--- config.mk ---
export PLATFORM = sky130hd
export DESIGN_NAME = digit_seq_display_flat
export DESIGN_NICKNAME = d
export VERILOG_FILES = /design/src/rtl/digit_seq_display_if.sv /design/src/rtl/digit_seq_display.sv /design/src/flat_wrapper.sv
export SDC_FILE = /design/constraint.sdc
export NUM_CORES = 1
export LEC_CHECK = 0
export CELL_PAD_IN_SITES_DETAIL_PLACEMENT = 0
export CELL_PAD_IN_SITES_GLOBAL_PLACEMENT = 1
export CORE_MARGIN = 4
export CORE_UTILIZATION = 46
export DETAILED_ROUTE_END_ITERATION = 7
export MAX_ROUTING_LAYER = met4
export PLACE_DENSITY = 0.95
export SYNTH_ARGS = -nofsm -noshare
export SYNTH_HDL_FRONTEND = slang
export SYNTH_SLANG_ARGS = --single-unit
--- constraint.sdc ---
create_clock -name clk -period 3.25 [get_ports clk]
set_input_delay 0.4875 -clock clk [delete_from_list [all_inputs] [get_ports clk]]
set_output_delay 0.4875 -clock clk [all_outputs]
set_load 0.02 [all_outputs]
--- src/rtl/digit_seq_display_if.sv ---
// rtl/digit_seq_display_if.sv - control, write and display bundle for the digit sequence player
//
// Ports grouped here:
//   run, step, dir, rate, last_idx      sequencing controls     (master -> slave)
//   wr_en, wr_addr, wr_data             sequence register write (master -> slave)
//   cur_idx, digit, seg_data, wrap      display outputs         (slave -> master)
// IDX_W is derived from NUM_DIGITS and must match the player instance.

interface digit_seq_if #(
    parameter int NUM_DIGITS = 8,
    parameter int DIV_WIDTH  = 16
);
    localparam int IDX_W = (NUM_DIGITS > 1) ? $clog2(NUM_DIGITS) : 1;

    logic                 run;
    logic                 step;
    logic                 dir;
    logic [DIV_WIDTH-1:0] rate;
    logic [IDX_W-1:0]     last_idx;
    logic                 wr_en;
    logic [IDX_W-1:0]     wr_addr;
    logic [3:0]           wr_data;
    logic [IDX_W-1:0]     cur_idx;
    logic [3:0]           digit;
    logic [6:0]           seg_data;
    logic                 wrap;

    modport master (
        output run, step, dir, rate, last_idx, wr_en, wr_addr, wr_data,
        input  cur_idx, digit, seg_data, wrap
    );

    modport slave (
        input  run, step, dir, rate, last_idx, wr_en, wr_addr, wr_data,
        output cur_idx, digit, seg_data, wrap
    );
endinterface

--- src/rtl/digit_seq_display.sv ---
// rtl/digit_seq_display.sv - programmable digit-sequence player with 7-segment decode
//
// Ports:
//   clk   rising-edge system clock
//   rst   synchronous reset, active-high
//   bus   digit_seq_if.slave: controls, write port and display outputs
// Optional feature macro: SEQ_HEX_GLYPH_EN
//   defined   -> digits 10-15 show hex glyphs A b C d E F
//   undefined -> digits 10-15 blank the display (digit still carries the raw value)

module digit_seq_display #(
    parameter int                        NUM_DIGITS = 8,
    parameter int                        DIV_WIDTH  = 16,
    parameter logic [4*NUM_DIGITS-1:0]   INIT_SEQ   = 32'h1239_9991
) (
    input  logic      clk,
    input  logic      rst,
    digit_seq_if.slave bus
);
    localparam int IDX_W = (NUM_DIGITS > 1) ? $clog2(NUM_DIGITS) : 1;
    localparam logic [IDX_W-1:0] MAX_IDX = IDX_W'(NUM_DIGITS - 1);
    // One extra bit so the clamp comparison is meaningful even when
    // NUM_DIGITS is a power of two.
    localparam logic [IDX_W:0]   MAX_IDX_EXT = (IDX_W + 1)'(NUM_DIGITS - 1);

    logic [3:0]           seq_q [NUM_DIGITS];
    logic [3:0]           seq_d [NUM_DIGITS];
    logic [IDX_W-1:0]     cur_idx_q, cur_idx_d;
    logic [DIV_WIDTH-1:0] div_cnt_q, div_cnt_d;
    logic                 wrap_q, wrap_d;

    logic                 tick;
    logic                 adv;
    logic [IDX_W-1:0]     lim;

    // Prescaler: compare with >= so that lowering rate below the running
    // count produces a tick immediately instead of a long wrap-around.
    always_comb begin
        tick      = 1'b0;
        div_cnt_d = '0;
        if (bus.run) begin
            if (div_cnt_q >= bus.rate) begin
                tick = 1'b1;
            end else begin
                div_cnt_d = div_cnt_q + 1'b1;
            end
        end
    end

    assign adv = bus.run ? tick : bus.step;
    assign lim = ({1'b0, bus.last_idx} > MAX_IDX_EXT) ? MAX_IDX : bus.last_idx;

    always_comb begin
        cur_idx_d = cur_idx_q;
        wrap_d    = 1'b0;
        if (adv) begin
            if (!bus.dir) begin
                if (cur_idx_q >= lim) begin
                    cur_idx_d = '0;
                    wrap_d    = 1'b1;
                end else begin
                    cur_idx_d = cur_idx_q + 1'b1;
                end
            end else begin
                if (cur_idx_q == '0) begin
                    cur_idx_d = lim;
                    wrap_d    = 1'b1;
                end else if (cur_idx_q > lim) begin
                    // Parked beyond the active end: snap back without a wrap.
                    cur_idx_d = lim;
                end else begin
                    cur_idx_d = cur_idx_q - 1'b1;
                end
            end
        end
    end

    // Address match per entry means out-of-range write addresses hit nothing.
    always_comb begin
        for (int i = 0; i < NUM_DIGITS; i++) begin
            seq_d[i] = (bus.wr_en && bus.wr_addr == IDX_W'(i)) ? bus.wr_data : seq_q[i];
        end
    end

    always_ff @(posedge clk) begin
        if (rst) begin
            for (int i = 0; i < NUM_DIGITS; i++) begin
                seq_q[i] <= INIT_SEQ[4*i +: 4];
            end
            cur_idx_q <= '0;
            div_cnt_q <= '0;
            wrap_q    <= 1'b0;
        end else begin
            for (int i = 0; i < NUM_DIGITS; i++) begin
                seq_q[i] <= seq_d[i];
            end
            cur_idx_q <= cur_idx_d;
            div_cnt_q <= div_cnt_d;
            wrap_q    <= wrap_d;
        end
    end

    logic [3:0] digit_w;
    logic [6:0] seg_w;

    assign digit_w = seq_q[cur_idx_q];

    // Active-low {g,f,e,d,c,b,a}
    always_comb begin
        seg_w = 7'h7F;
        case (digit_w)
            4'd0:  seg_w = 7'h40;
            4'd1:  seg_w = 7'h79;
            4'd2:  seg_w = 7'h24;
            4'd3:  seg_w = 7'h30;
            4'd4:  seg_w = 7'h19;
            4'd5:  seg_w = 7'h12;
            4'd6:  seg_w = 7'h02;
            4'd7:  seg_w = 7'h58;
            4'd8:  seg_w = 7'h00;
            4'd9:  seg_w = 7'h10;
`ifdef SEQ_HEX_GLYPH_EN
            4'd10: seg_w = 7'h08;
            4'd11: seg_w = 7'h03;
            4'd12: seg_w = 7'h46;
            4'd13: seg_w = 7'h21;
            4'd14: seg_w = 7'h06;
            4'd15: seg_w = 7'h0E;
`else
            default: seg_w = 7'h7F;
`endif
        endcase
    end

    assign bus.cur_idx  = cur_idx_q;
    assign bus.digit    = digit_w;
    assign bus.seg_data = seg_w;
    assign bus.wrap     = wrap_q;
endmodule
--- src/flat_wrapper.sv ---
// flat-port wrapper written by rule: the top's interface ports become plain ports
module digit_seq_display_flat 
#(
    parameter int                        NUM_DIGITS = 8,
    parameter int                        DIV_WIDTH  = 16,
    parameter logic [4*NUM_DIGITS-1:0]   INIT_SEQ   = 32'h1239_9991
)
  (clk, rst, bus_run, bus_step, bus_dir, bus_rate, bus_last_idx, bus_wr_en, bus_wr_addr, bus_wr_data, bus_cur_idx, bus_digit, bus_seg_data, bus_wrap);
  digit_seq_if #(.NUM_DIGITS(NUM_DIGITS), .DIV_WIDTH(DIV_WIDTH)) bus_i ();
  input  logic clk;
  input  logic rst;
  input wire logic [$bits(bus_i.run)-1:0] bus_run;
  input wire logic [$bits(bus_i.step)-1:0] bus_step;
  input wire logic [$bits(bus_i.dir)-1:0] bus_dir;
  input wire logic [$bits(bus_i.rate)-1:0] bus_rate;
  input wire logic [$bits(bus_i.last_idx)-1:0] bus_last_idx;
  input wire logic [$bits(bus_i.wr_en)-1:0] bus_wr_en;
  input wire logic [$bits(bus_i.wr_addr)-1:0] bus_wr_addr;
  input wire logic [$bits(bus_i.wr_data)-1:0] bus_wr_data;
  output wire logic [$bits(bus_i.cur_idx)-1:0] bus_cur_idx;
  output wire logic [$bits(bus_i.digit)-1:0] bus_digit;
  output wire logic [$bits(bus_i.seg_data)-1:0] bus_seg_data;
  output wire logic [$bits(bus_i.wrap)-1:0] bus_wrap;
  assign bus_i.run = bus_run;
  assign bus_i.step = bus_step;
  assign bus_i.dir = bus_dir;
  assign bus_i.rate = bus_rate;
  assign bus_i.last_idx = bus_last_idx;
  assign bus_i.wr_en = bus_wr_en;
  assign bus_i.wr_addr = bus_wr_addr;
  assign bus_i.wr_data = bus_wr_data;
  assign bus_cur_idx = bus_i.cur_idx;
  assign bus_digit = bus_i.digit;
  assign bus_seg_data = bus_i.seg_data;
  assign bus_wrap = bus_i.wrap;
  digit_seq_display #(.NUM_DIGITS(NUM_DIGITS), .DIV_WIDTH(DIV_WIDTH), .INIT_SEQ(INIT_SEQ)) u_core (.clk(clk), .rst(rst), .bus(bus_i));
endmodule
* Word-level counts from Yosys, hierarchy flattened
Memory sizes are Yosys's and may differ from the RTL's. A register that Yosys moved wholly into a read port is not among the register bits.
Cells that the tools add are included.
** Storage, ports and cells
- Register bits :: 20
- Memory bits (writable) :: 32
- Bits in read-only memories :: 112
- Input bits :: 32
- Output and inout bits :: 15
- Memories :: 2
** Memories
- (name not given) :: words 16, width 7, read ports 1, clocked after Yosys merged registers in 0, write ports 0, RTL line digit_seq_display.sv:111 : case (digit_w)
- u_core.seq_q :: words 8, width 4, read ports 1, clocked after Yosys merged registers in 1, write ports 8, RTL line digit_seq_display.sv:26 : logic [3:0] seq_q [NUM_DIGITS];
** Operators by class
- $add $sub $neg :: 3
- Magnitude comparators :: 3
- Equality and inequality tests :: 15
- Mux-type cells :: 30
- Bitwise gates (word level) :: 10
- Reductions and logical operators :: 20
** Operators by type and width (count)
- two-way mux 4 bit :: 16
- two-way mux 3 bit :: 6
- adder 16 x 1 -> 16 bit (second input constant) :: 1
- greater-or-equal comparator 16 bit :: 1
- AND reduction 2 bit :: 8
- equality test 3 bit (second input constant) :: 4
- logical AND 1 bit :: 8
- two-way mux 1 bit :: 8
- inequality test 1 bit (second input constant) :: 8
- OR 1 bit :: 8
- equality test 3 x 2 -> 1 bit (second input constant) :: 2
- zero test 3 bit :: 2
- adder 3 x 1 -> 3 bit (second input constant) :: 1
- equality test 3 x 1 -> 1 bit (second input constant) :: 1
- greater-or-equal comparator 3 bit :: 1
- greater-than comparator 3 bit :: 1
- OR reduction 3 bit :: 1
- subtractor 3 x 1 -> 3 bit (second input constant) :: 1
- inverter 1 bit :: 2
- OR reduction 2 bit :: 1

* Logic depth before layout (Yosys ltp)
Gate-level depths: netlist (run 1).
- Word-level depth :: 6
- Gate-level depth with buffers :: 8

* Worst setup path before layout (run 1)
Ideal clock, no wire load.
- Path type :: reg2out
- From :: register (tool-made name)
- To :: output port bus_seg_data[4]
- Arrival time :: 2.086 ns
- Required time :: 2.762 ns
- Slack :: 0.676 ns
- Stages on the path, launching flop included :: 9
- Cells stage by stage :: dfxtp_1 buf_6 mux4_2 mux2i_2 inv_2 ha_1 nand2_1 a21oi_1 a31oi_1
** RTL lines
- end, declared :: RTL line flat_wrapper.sv:22 : output wire logic [$bits(bus_i.seg_data)-1:0] bus_seg_data;

==> results.txt, run 1 <==
----------------------------------------------------
[Outcome]
  Outcome ... complete, no violations

[Clocking]
  Post CTS Setup Buffer Count ... 0
  Clock tree from TritonCTS ... done
  Max clock buf depth ... 2
  CTS sink cnt ... 55
  Root cell of the clock tree ... sky130_fd_sc_hd__clkbuf_8
  Number of H-tree levels ... 2
  Reg clk slew, reported paths ... roughly 100 ps
  Insertion delay of the later-clocked pin in the worst-skew pair ... about 310 ps
  Number of buffers inserted during clock tree synthesis ... 5

[Finish]
  Count of fill cells added during filler insertion ... about 600
  Post-layout net count ... 418
  Number of diodes ... 0
  P&R area growth vs syn ... 21.23%
  Storage cell area ... ~1400 um^2
  Multi-input gate area in the final layout ... around 1600 um^2
  Final Core Density ... 0.5700
  Layout cells sized above 1 ... 0.1003

[Yosys]
  Leading cell types by total area after synthesis ... sky130_fd_sc_hd__edfxtp_1 30%, sky130_fd_sc_hd__dfxtp_1 14%, sky130_fd_sc_hd__ha_1 11%, sky130_fd_sc_hd__mux4_2 5.7%, sky130_fd_sc_hd__nor2_1 4.0%
  Number of library cell types mapped by synthesis ... between 50 and 60
  Synth Register Bits ... between 50 and 60
  Most used DFF post-synth ... sky130_fd_sc_hd__edfxtp_1
  Most area-hungry cell type in the Yosys netlist ... sky130_fd_sc_hd__edfxtp_1
  Number of warnings issued by yosys ... 0
  Number of instances in the synthesized netlist ... around 310
  Synth async-reset ratio ... 0
  Syn_nets ... between 300 and 400
  Sequential-to-total area share from yosys stat ... 0.4474
  Top-area cell type share of the netlist area ... 0.3025
  Synthesized cell area ... ~3200 um^2
  Mean Syn Cell Area ... a little over 10 um^2
  Count of flip-flops with a built-in enable after synthesis ... 32

[Power]
  Switching power summed over all nets ... between 0.0004 and 0.0005 W
  Leakage power of the design ... between 1.5 and 2 nW
  Seq pwr share ... 0.480
  Power share of the combinational group ... 0.263
  Total internal power ... around 0.0012 W
  Fraction of power consumed by the clock network ... 0.257
  Power density relative to cell area ... between 400 and 500 nW/um^2
  Worst-case vdd ir drop ... approximately 0.00019 V
  Switching share of power ... 0.2844

[Placement]
  HPWL Detailed ... approximately 5000 um
  Final estimated routing congestion in global placement ... between 0.8 and 0.9
  Port-buffer cells ... 46

[Floorplan]
  Floorplan Core Area ... 6756 um^2
  Vertical die dimension ... roughly 91 um
  Area of the die ... 8299 um^2
  Effective utilization at floorplan ... 0.4702
  IO Pins ... 47
  Die X-Extent ... between 90 and 100 um
  Rows ... 30

[Route]
  Detail-routed net length per standard cell ... between 10 and 15 um
  Number of DRC violations after detailed-routing iteration 0 ... 135
  Number of DRC violations after detailed routing ... 0
  Detail Route Antenna Nets ... 0
  Via total after detailed routing ... around 2300
  Via count normalized by instance count ... ~5.2
  Number of detailed-route iterations in the first pass ... 5
  Total Wirelength ... roughly 6100 um

[STA]
  RSZ-0062 raised after global routing ... no
  Clk_skew ... approximately 8.4 ps
  Number of pins with negative max-slew slack in the final report ... 0
  Worst hold margin ... 479.6 ps
  Final clock period utilization by the worst path ... 0.9483
  Hold violation count in the final report ... 0
  Time the worst path needs with I/O delays and setup ... between 3000 and 4000 ps
  Sum of negative setup slack ... 0 ps
  Highest achievable clock rate ... 0.3245 GHz
  Max_slew headroom ... 0.4925
  Transition time at the pin with the least slew margin ... 758.8 ps
  Final setup violating endpoints ... 0

[Worst setup path]
  Largest delay contributor family on the critical path ... buffers and inverters
  Setup crit end kind ... primary output
  Worst path most repeated cell ... sky130_fd_sc_hd__buf_4
  Arrival time at the worst endpoint ... between 2000 and 3000 ps
  Cell type of the slowest stage on the worst timing path ... sky130_fd_sc_hd__clkdlybuf4s50_1
  Worst path bufs/invs ... 3
  Ordered list of cells on the worst path ... buf_4, mux4_2, mux2i_1, buf_4, ha_1, nand2_1, a21oi_1, clkdlybuf4s50_1
  Largest stage delay on the critical path ... a little over 600 ps
  Critical Path RT ... about 2800 ps
  Critical Setup Path Class ... reg2out
  Critical Path Start Type ... register
  Largest fanout on the critical path ... 5

[Global routing]
  Total global routing overflow ... 0
  Number of global-route vias before repair ... roughly 2300
  Initial antenna violation count ... 0
  Global-route wire length before repair ... around 11000 um
  Maximum number of pins on one net before global-route repair ... 23
  Combined global-route utilization of all metal layers ... 0.1582

[Worst hold path]
  Type of the most critical hold path ... reg2reg

[Run]
  Max Cap Violations ... 0

----------------------------------------------------
[cell families after synthesis]
logic type / Yosys count / share of synthesized area
compound gates: 41 / 0.09060
buf+inv: 39 / 0.05160
mux: 14 / 0.08231
xor+xnor: 15 / 0.04135
simple gates: 115 / 0.1764
fa+ha+maj: 28 / 0.1103
flops: 55 / 0.4474
[through the flow]
stage / instance area (um^2) / instances / setup slack [ps] / power [W]
2_1_floorplan: 3177 / 307 / 676.4 / 0.001079
3_3_place_gp: 3740 / 431 / 294.6 / 0.001252
3_5_place_dp: 3740 / 431 / 276.7 / 0.001263
4_1_cts: 3847 / 439 / 42.63 / 0.001673
5_1_grt: 3851 / 439 / 6.997 / 0.001743
6_report: 3851 / 439 / 168.0 / 0.001663
[cell usage in the layout (no fill, tap or decap), types with 10 or more instances in the layout]
cell / synthesis / routed
sky130_fd_sc_hd__inv_1: 28 / 28
sky130_fd_sc_hd__clkdlybuf4s50_1: 0 / 43
sky130_fd_sc_hd__nand2b_1: 13 / 13
sky130_fd_sc_hd__edfxtp_1: 32 / 32
sky130_fd_sc_hd__dfxtp_1: 23 / 22
sky130_fd_sc_hd__ha_1: 28 / 28
sky130_fd_sc_hd__nand2_1: 26 / 26
sky130_fd_sc_hd__nor2_1: 34 / 34
sky130_fd_sc_hd__nand3_1: 11 / 11
sky130_fd_sc_hd__xor2_1: 10 / 10
[Yosys cell counts, types with 2 or more instances]
library cell / number
sky130_fd_sc_hd__nand2b_1: 13
sky130_fd_sc_hd__nor2b_1: 8
sky130_fd_sc_hd__nand2_1: 26
sky130_fd_sc_hd__mux4_2: 8
sky130_fd_sc_hd__nor3_1: 2
sky130_fd_sc_hd__and2_1: 4
sky130_fd_sc_hd__a211oi_1: 5
sky130_fd_sc_hd__xnor2_1: 5
sky130_fd_sc_hd__and3_1: 4
sky130_fd_sc_hd__nor2_1: 34
sky130_fd_sc_hd__edfxtp_1: 32
sky130_fd_sc_hd__mux2i_1: 3
sky130_fd_sc_hd__a31oi_2: 2
sky130_fd_sc_hd__dfxtp_1: 23
sky130_fd_sc_hd__clkbuf_1: 5
sky130_fd_sc_hd__inv_1: 28
sky130_fd_sc_hd__nand3_1: 11
sky130_fd_sc_hd__a31oi_1: 3
sky130_fd_sc_hd__o21ai_1: 4
sky130_fd_sc_hd__ha_1: 28
sky130_fd_sc_hd__a21oi_1: 8
sky130_fd_sc_hd__a2111oi_0: 2
sky130_fd_sc_hd__xor2_1: 10
sky130_fd_sc_hd__inv_2: 2
sky130_fd_sc_hd__nand4_1: 5
sky130_fd_sc_hd__o21ai_0: 4
sky130_fd_sc_hd__or2_2: 3
[cell type report]
| cell class | instances | area share |
|---|---|---|
| inverters | 31 | 0.03151 |
| clock inverters | 2 | 0.004224 |
| well taps | 80 | 0.02599 |
| flip-flops and latches | 55 | 0.3694 |
| repair buffers | 52 | 0.1313 |
| clock buffers | 6 | 0.02437 |
| multi-input cells | 213 | 0.4133 |
[power groups by stage]
stage / Clock [W] / Sequential (W) / Combinational [W]
floorplan: 0 / 0.000804 / 0.000274
global placement: 0 / 0.000813 / 0.000439
detailed placement: 0 / 0.000816 / 0.000447
CTS: 0.000431 / 0.000799 / 0.000442
global route: 0.000459 / 0.000805 / 0.000480
finish: 0.000427 / 0.000799 / 0.000437
[worst paths after layout]
kind	start	endpoint	slack (ps)	cells past startpoint
max	register	bus_seg_data[2]	170	8
min	u_core.div_cnt_q[0]	u_core.div_cnt_q[0]	480	1
max reg2reg	u_core.div_cnt_q[2]	register	1020	7
min reg2reg	u_core.div_cnt_q[0]	u_core.div_cnt_q[0]	480	1
[per-layer routing]
metal	up-vias	part of all wire	global-route usage
li1	1183	-	-
met1	1060	0.45	0.1985
met2	45	0.50	0.2753
met3	6	0.040	0.02154
met4	0	0.0087	0.03015
met5	-	0	-
[state kept, by name, indices dropped and copies added (netlist names), named ones only]
register / flops
u_core.bus.cur_idx: 3
u_core.bus.wrap: 1
u_core.seq_q: 32
u_core.div_cnt_q: 16
[what timing repair did]
item                                    in CTS  in global routing
endpoints found under the setup margin       2                  6
resized for setup                            2                  2
hold buffers                                 0                  0
[worst register-to-register path: cells and delay by family, from the launching register on]
family | cells | cell delay [ps]
DFF | 1 | 430
AOI/OAI and AO/OA | 6 | 1390
adders and majority gates | 1 | 280
Power figures use the tool's default switching activity.
==> run 2, diff against run 1 <==
Settings changed: SLEW_MARGIN set to 20.
==> results of run 2 <==
The final DEF is identical to that of run 1; final timing and power are the same.
